## src/rtl/base_arb_pkg.sv

```systemverilog
// Shared types and helpers for the base valid/ready arbiter family.
package base_arb_pkg;

    // Upper bounds for the width-agnostic helper functions below.
    localparam int unsigned MAX_WAYS  = 64;
    localparam int unsigned MAX_WBITS = 32;

    // Arbitration decision for the current cycle.
    typedef enum logic [1:0] {
        SEL_IDLE = 2'd0,  // nobody eligible, output idle
        SEL_LOCK = 2'd1,  // owner holds the grant through a packet
        SEL_STAY = 2'd2,  // owner still inside its weighted tenure
        SEL_ROT  = 2'd3   // hand the grant to the next requester
    } sel_e;

    // Index of the set bit in a one-hot vector (0 when no bit is set).
    function automatic int unsigned oh2idx(input logic [MAX_WAYS-1:0] oh);
        int unsigned idx;
        idx = 0;
        for (int unsigned k = 0; k < MAX_WAYS; k++) begin
            if (oh[k]) idx = k;
        end
        return idx;
    endfunction

    // Increment that sticks at 2^w-1 for a w-bit counter.
    function automatic logic [MAX_WBITS-1:0] sat_inc(input logic [MAX_WBITS-1:0] v,
                                                     input int unsigned       w);
        logic [MAX_WBITS-1:0] top;
        top = (w >= MAX_WBITS) ? '1 : ((MAX_WBITS'(1) << w) - MAX_WBITS'(1));
        return (v >= top) ? v : v + MAX_WBITS'(1);
    endfunction

endpackage

```

## src/rtl/base_arr_rr_pick.sv

```systemverilog
// Round-robin pick: first requester strictly after owner g, wrapping, ending at g.
module base_arr_rr_pick #(
    parameter int unsigned ways = 4
) (
    input  logic [ways-1:0] i_v,
    input  logic [ways-1:0] i_g,
    output logic [ways-1:0] o_pick
);

    logic [ways-1:0]   w_above;
    logic [2*ways-1:0] w_dbl;
    logic [2*ways-1:0] w_dbl_gnt;

    // Mask of ways with index above the owner; empty when g is the top way.
    assign w_above = ~((i_g << 1) - ways'(1));

    // Lower copy holds ways after g, upper copy supplies the wrap-around back to g.
    assign w_dbl = {i_v, i_v & w_above};

    base_prienc_hp #(
        .W (2*ways)
    ) u_pe (
        .i_req (w_dbl),
        .o_gnt (w_dbl_gnt)
    );

    // Fold both halves back onto way positions; at most one half is non-zero.
    assign o_pick = w_dbl_gnt[ways-1:0] | w_dbl_gnt[2*ways-1:ways];

endmodule

```

## src/rtl/base_prienc_hp.sv

```systemverilog
// Priority encoder, lowest index wins, one-hot result (all-zero when idle).
module base_prienc_hp #(
    parameter int unsigned W = 8
) (
    input  logic [W-1:0] i_req,
    output logic [W-1:0] o_gnt
);

    // Two's-complement trick isolates the lowest set bit.
    assign o_gnt = i_req & (~i_req + W'(1));

endmodule

```

## src/rtl/base_vlat_en.sv

```systemverilog
// Enabled register with synchronous active-high reset to a constant.
module base_vlat_en #(
    parameter int unsigned  W       = 1,
    parameter logic [W-1:0] RST_VAL = '0
) (
    input  logic         clk,
    input  logic         reset,
    input  logic         i_en,
    input  logic [W-1:0] i_d,
    output logic [W-1:0] o_q
);

    logic [W-1:0] r_q;

    // Load on enable; reset wins over enable.
    always_ff @(posedge clk) begin
        // NOTE: state is written with <= so every register samples pre-edge values.
        if (reset) begin
            r_q <= RST_VAL;
        end else if (i_en) begin
            r_q <= i_d;
        end
    end

    assign o_q = r_q;

endmodule

```

## src/rtl/base_arr_arb_wrr.sv

```systemverilog
// Weighted round-robin valid/ready arbiter with packet hold.
module base_arr_arb_wrr
    import base_arb_pkg::*;
#(
    parameter int unsigned ways  = 4,
    parameter int unsigned wbits = 4
) (
    input  logic                  clk,
    input  logic                  reset,
    input  logic [ways*wbits-1:0] i_wt,
    input  logic [ways-1:0]       i_v,
    input  logic [ways-1:0]       i_h,
    output logic [ways-1:0]       i_r,
    input  logic                  o_r,
    output logic                  o_v,
    output logic [ways-1:0]       o_s,
    output logic                  o_h
);

    // Owner resets to the top way so way 0 is first in line after reset.
    localparam logic [ways-1:0] G_RST = ways'(1) << (ways - 1);

    logic [ways-1:0]  w_g;
    logic [wbits-1:0] w_cnt;
    logic             w_lck;

    logic [ways-1:0]  w_pick;
    logic [ways-1:0]  w_win;
    logic [wbits-1:0] w_wt_g;
    logic             w_own_v;
    int unsigned      w_g_idx;
    sel_e             w_sel;

    logic             w_act;
    logic             w_cont;
    logic [ways-1:0]  w_g_d;
    logic [wbits-1:0] w_cnt_d;
    logic             w_lck_d;

    base_arr_rr_pick #(
        .ways (ways)
    ) u_pick (
        .i_v    (i_v),
        .i_g    (w_g),
        .o_pick (w_pick)
    );

    // Winner selection: lock, weighted stay, or rotate to the next requester.
    always_comb begin
        // NOTE: every output of this block gets a default first so no latch is inferred.
        w_sel   = SEL_IDLE;
        w_win   = '0;
        w_wt_g  = '0;
        w_g_idx = oh2idx(MAX_WAYS'(w_g));
        w_own_v = |(w_g & i_v);

        for (int unsigned k = 0; k < ways; k++) begin
            if (w_g_idx == k) w_wt_g = i_wt[k*wbits +: wbits];
        end

        if (w_lck) begin
            w_sel = SEL_LOCK;
            w_win = w_own_v ? w_g : '0;
        end else if (w_own_v && (w_cnt < w_wt_g)) begin
            w_sel = SEL_STAY;
            w_win = w_g;
        end else if (|w_pick) begin
            w_sel = SEL_ROT;
            w_win = w_pick;
        end
    end

    // Stream outputs; valid is never gated by downstream ready.
    always_comb begin
        o_s = w_win;
        o_v = |w_win;
        o_h = |(w_win & i_h);
        i_r = {ways{o_r}} & w_win;
    end

    // Next state, applied only when a beat is actually accepted.
    always_comb begin
        w_act   = o_v & o_r;
        w_cont  = (w_sel == SEL_LOCK) || (w_sel == SEL_STAY);
        w_g_d   = w_cont ? w_g : w_win;
        w_cnt_d = w_cont ? wbits'(sat_inc(MAX_WBITS'(w_cnt), wbits)) : '0;
        w_lck_d = o_h;
    end

    base_vlat_en #(
        .W       (ways),
        .RST_VAL (G_RST)
    ) u_g (
        .clk   (clk),
        .reset (reset),
        .i_en  (w_act),
        .i_d   (w_g_d),
        .o_q   (w_g)
    );

    base_vlat_en #(
        .W       (wbits),
        .RST_VAL ('0)
    ) u_cnt (
        .clk   (clk),
        .reset (reset),
        .i_en  (w_act),
        .i_d   (w_cnt_d),
        .o_q   (w_cnt)
    );

    base_vlat_en #(
        .W       (1),
        .RST_VAL (1'b0)
    ) u_lck (
        .clk   (clk),
        .reset (reset),
        .i_en  (w_act),
        .i_d   (w_lck_d),
        .o_q   (w_lck)
    );

endmodule

```

## config.mk

```make
export PLATFORM = sky130hd
export DESIGN_NAME = base_arr_arb_wrr
export DESIGN_NICKNAME = d
export VERILOG_FILES = /design/src/rtl/base_arb_pkg.sv /design/src/rtl/base_arr_rr_pick.sv /design/src/rtl/base_prienc_hp.sv /design/src/rtl/base_vlat_en.sv /design/src/rtl/base_arr_arb_wrr.sv
export SDC_FILE = /design/constraint.sdc
export NUM_CORES = 1
export LEC_CHECK = 0
export CAP_MARGIN = 25
export CORE_MARGIN = 4
export CORE_UTILIZATION = 44
export DETAILED_ROUTE_END_ITERATION = 10
export PLACE_DENSITY = 0.78
export REMOVE_ABC_BUFFERS = 1
export SLEW_MARGIN = 20
export SYNTH_ARGS = -nofsm -noshare
export SYNTH_HDL_FRONTEND = slang
export SYNTH_HIERARCHICAL = 1
export SYNTH_SLANG_ARGS = --single-unit
```

## constraint.sdc

```tcl
create_clock -name clk -period 6.1 [get_ports clk]
set_input_delay 1.22 -clock clk [delete_from_list [all_inputs] [get_ports clk]]
set_output_delay 1.22 -clock clk [all_outputs]
set_load 0.02 [all_outputs]
```

---- After elaboration in Yosys (flattened, before gate mapping) ----
Index checks and enable logic that the tools add are counted.
cells by class
  multiplexer cells ....................... 16
  add/sub/neg operators ................... 3
  bitwise operators ....................... 10
  multiply operators ...................... 0
  magnitude comparators ................... 2
  shift operators ......................... 0
  equal/unequal tests ..................... 6
  reduce and logical (&&, ||, !) cells .... 9
  div/mod/pow operators ................... 0
operators by type and width
  operator                                                                count
  32-bit by 2-bit equality test with 1-bit output, second input constant  2
  32-bit 2-to-1 mux                                                       2
  4-bit 2-to-1 mux                                                        10
  32-bit by 1-bit equality test with 1-bit output, second input constant  1
  32-bit logical NOT                                                      1
  4-bit AND                                                               4
  4-bit OR reduction                                                      4
  8-bit by 1-bit adder with 8-bit output, second input constant           1
  8-bit AND                                                               1
  8-bit inverter                                                          1
  2-bit 2-to-1 mux                                                        3
  4-bit by 1-bit adder with 4-bit output, second input constant           1
  4-bit greater-or-equal comparator, second input constant                1
  4-bit less-than comparator                                              1
  4-bit inverter                                                          1
  4-bit OR                                                                1
  2-bit AND reduction                                                     2
  4-bit by 1-bit subtractor with 4-bit output, second input constant      1
  2-bit by 1-bit equality test with 1-bit output, second input constant   1
  2-bit equality test, second input constant                              1
  2-bit != test, second input constant                                    1
  1-bit AND                                                               1
  1-bit logical AND                                                       1
  1-bit logical OR                                                        1
  other kinds (2)                                                         2
word-level totals
  input bits .............................. 27
  memory bits (read-only) ................. 0
  RAM bits ................................ 0
  register bits after elaboration ......... 9
  latch bits .............................. 0
  memories ................................ 0
  logic and storage cells ................. 49
  output and inout bits ................... 10

---- Longest topological paths before layout ----
  depth in word-level cells ............... 16
  depth in mapped cells ................... 16

---- Cells and area by module ----
The synthesis kept the hierarchy.
modules (own cells, without submodules)
  module                 cells an instance  seq. area each (um^2)  instances  area an instance (um^2)
  base_arr_arb_wrr       86                 0.0                    1          626.9
  base_vlat_en at u_g    13                 80.1                   1          143.9
  base_vlat_en at u_cnt  13                 80.1                   1          140.1
  base_prienc_hp         10                 0.0                    1          83.8
  base_arr_rr_pick       12                 0.0                    1          76.3
  base_vlat_en at u_lck  3                  20.0                   1          33.8

---- Least setup slack after synthesis ----
No wires, ideal clock.
  path type ............................... input -> output
  start ................................... in i_wt[6]
  end ..................................... out i_r[0]
  arrival ................................. 2.992 ns
  path slack .............................. 1.888 ns
  buffers on the path ..................... 0
  stages on the path ...................... 12
  cells stage by stage .................... mux2i_1 nor2_1 a21oi_1 nor2_1 a21oi_1 ha_1 and3_1 nor2b_1 o41a_1 nor3b_1 nor2_1 nor2_1
on the way
  longest elaborated chain between the ends .. 8
ends and longest elaborated chain
  element                        line                    text
  start, declared                base_arr_arb_wrr.sv:10  input logic [ways*wbits-1:0] i_wt,
  4-bit 2-to-1 mux (3 in a row)  base_arr_arb_wrr.sv:58  if (w_g_idx == k) w_wt_g = i_wt[k*wbits +: wbits];
  4-bit less-than comparator     base_arr_arb_wrr.sv:64  end else if (w_own_v && (w_cnt < w_wt_g)) begin
  1-bit logical AND              base_arr_arb_wrr.sv:64
  4-bit 2-to-1 mux               base_arr_arb_wrr.sv:64
  4-bit 2-to-1 mux               base_arr_arb_wrr.sv:61  if (w_lck) begin
  4-bit AND                      base_arr_arb_wrr.sv:78  i_r = {ways{o_r}} & w_win;
  end, declared                  base_arr_arb_wrr.sv:13  output logic [ways-1:0] i_r,
Every way passes these cells.

---- Worst setup path in the final report ----
  start ................................... in i_wt[7]
  end ..................................... out o_h
on the way
  longest elaborated chain between the ends .. 9
ends and longest elaborated chain
  element                        line                    text
  4-bit 2-to-1 mux (3 in a row)  base_arr_arb_wrr.sv:58
  4-bit less-than comparator     base_arr_arb_wrr.sv:64
  1-bit logical AND              base_arr_arb_wrr.sv:64
  4-bit 2-to-1 mux               base_arr_arb_wrr.sv:64
  4-bit 2-to-1 mux               base_arr_arb_wrr.sv:61
  4-bit AND                      base_arr_arb_wrr.sv:77  o_h = |(w_win & i_h);
  4-bit OR reduction             base_arr_arb_wrr.sv:77
  end, declared                  base_arr_arb_wrr.sv:17  output logic o_h
Every way passes these cells.

==> impl_metrics.toml <==
[outcome]
status = "finished clean"

[clock_network]
root_buffer = "clkbuf_4"
clk_pin_slew_worst_paths_ns = 0.06
postCtsSetupBuffers = 0
holdBufCountCts = 0
cts.path.max_buffers = 2
numCtsBuffers = 3
clk_latency_ns = 0.26
cts_resized = 0
htree_levels = 1
cts_tree = "done"
cts_sinks = 9

[synth]
synth-edff-count = 0
postSynthCellCount = 137
synth_area_um2 = 1100
yosysWarnings = 6
ys_ff_latch = 9
avgSynthCellArea_um2 = 8.06
synth-async-reset-ratio = 0
synth-main-ff-cell = "dfxtp_1"
synth_cell_types = 46
seq_area_frac_synth = 0.163

[layout]
final_core_util = 0.654
instances_no_fill = 203
fin_area_um2 = 1500
n_antenna_cell = 0
drive_gt1_frac = 0.149
area_delta_synth_final_pct = 36.0
nNetsFinal = 208

[floorplan]
row_count = 17
die_area_um2 = 3380
num_io_pins = 37
die_y_um = 58.1
core_um2 = 2300
start_util = 0.481
die_w_um = 58.1

[timing]
hold_viol = 0
rsz0062_at_grt = "no"
tns_ns = 0
max_slew_margin = 0.478
worst_slack_ns = 0.782
fin_crit_sh = 0.872
finalSetupViolations = 0
slew_violations = 0
fin_worst_skew_ns = 0.00348
hold_ws_ns = 0.587
period_needed_ns = 5.32
worst_slew_pin_slew_ns = 0.784
fmax_ghz = 0.188

[routing]
drc = 0
drt-initial-drc-count = 15
wl_per_cell_um = 13.5
drtPass1Iterations = 6
via_per_inst = 5.37
drtAntennaViolNets = 0
routed_wl_um = 2740
vias = 1091

[place]
gp_congestion = 0.825
place_inst = 199
post_dp_cell_area_um2 = 1480
dp_hpwl_um = 2230
numPortBuffers = 36
place_ws_ns = 0.782

[global_route]
grt_pass1_wl_um = 4550
grt-ovfl-total = 0
antenna_found_initial = 0
grt_start_max_net_pins = 14
grt.total_usage = 0.168
grt_pass1_vias = 1061

[worst_setup_path]
worstPathCellList = "clkdlybuf4s50_1 > mux2i_1 > nor2_1 > a21oi_1 > nor2_1 > a21oi_1 > ha_1 > nand3_1 > and3_2 > a21oi_4 > a22oi_4 > o2111ai_2 > clkdlybuf4s50_1"
crit_required_ns = 4.88
end_kind = "primary output"
r2r_slack_ns = 2.48
regToRegStartpoint = "u_g/o_q[1]"
slowest_stage = "clkdlybuf4s50_1"
slowest_delay_ns = 0.64
critPathKind = "primary input to primary output"
rr_endpoint = "u_g/o_q[2]"
start_kind = "primary input"
worstPathArrival_ns = 4.10
crit_fanout = 9
reg2reg_depth = 14

[pwr]
finalPower_mw = 0.345
pwr_density_cell_nw_per_um2 = 230
vdd_drop_max_uv = 154
power_leakage_nw = 0.631

[run]
cap_violations = 0

[hold_path]
hold_depth = 2
hold_path.class = "flop to flop"
hold_path_end = "u_cnt/o_q[3]"
worstHoldStart = "u_cnt/o_q[3]"
-- critical path: cells and delay by family --
kind	cells	cell delay (ns)
AO/OA/AOI/OAI	5	0.80
multiplexers	1	0.07
AND/OR/NAND/NOR	4	0.56
adder cells (fa/ha/maj)	1	0.34
buffers and inverters	2	1.10
-- cell usage after synthesis (3+ instances only) --
library cell  count  share of area
and2_1            3          0.017
mux2_2            4          0.041
o21ai_0           3          0.014
mux2i_1          12           0.11
inv_1             8          0.027
nand2b_1          3          0.017
nor3b_1           4          0.027
nand3_1           3          0.014
a21oi_1          10          0.045
dfxtp_1           9           0.16
or2_2             4          0.023
nand2_1           3          0.010
ha_1              5          0.057
nor2_1           28          0.095
-- state kept, by name, indices dropped and copies added (netlist names) --
register and flops:
u_cnt/o_q 4, u_g/o_q 4, u_lck/o_q 1
-- cells by family after synthesis --
kind of cell / synth area share
multiplexers: 0.149
AND/OR/NAND/NOR: 0.327
flip-flops: 0.163
other: 0.00339
buffers and inverters: 0.0623
AO/OA/AOI/OAI: 0.222
adder cells (fa/ha/maj): 0.0566
XOR/XNOR: 0.0159
-- layout by cell type (no fill, tap or decap), types with 3 or more instances in the layout --
master	count
a21oi_1	10
and2_1	3
clkbuf_4	3
clkdlybuf4s50_1	36
conb_1	5
dfxtp_1	9
ha_1	5
inv_1	8
mux2_2	4
mux2i_1	12
nand2_1	3
nand2b_1	3
nand3_1	3
nor2_1	28
nor3b_1	4
o21ai_0	3
or2_2	4
-- where the power goes --
part / leakage [nW] / internal (mW) / switching (mW)
clock: 0.0150 / 0.0252 / 0.0209
sequential: 0.0731 / 0.0657 / 0.0200
combinational: 0.543 / 0.108 / 0.105
-- per-layer routing --
| layer | vias up | part of all wire | track usage |
|---|---|---|---|
| met5 | - | 0 | 0 |
| met3 | 0 | 0.065 | 0.0312 |
| met1 | 493 | 0.43 | 0.197 |
| met4 | 0 | 0 | 0.0662 |
| li1 | 558 | - | - |
| met2 | 40 | 0.50 | 0.300 |
-- final cells by class --
| type | count | area (um2) |
|---|---|---|
| clock buffer | 4 | 26.3 |
| timing repair buffer | 36 | 360 |
| sequential | 9 | 180 |
| multi-input combinational | 118 | 871 |
| tap | 28 | 35.0 |
| inverter | 8 | 30.0 |
| fill | 220 | 795 |
-- worst max-delay path by stage --
stage                     cells past startpoint  slack [ns]      to    start
after floorplan                              12        1.86  i_r[0]  i_wt[6]
after global placement                       14        0.85     o_h  i_wt[6]
after detailed placement                     13        0.78     o_h  i_wt[7]
after CTS                                    13        0.78     o_h  i_wt[7]
after global routing                         14        0.59     o_h  i_wt[6]
final                                        13        0.78     o_h  i_wt[7]
(Power assumes the default switching activity.)
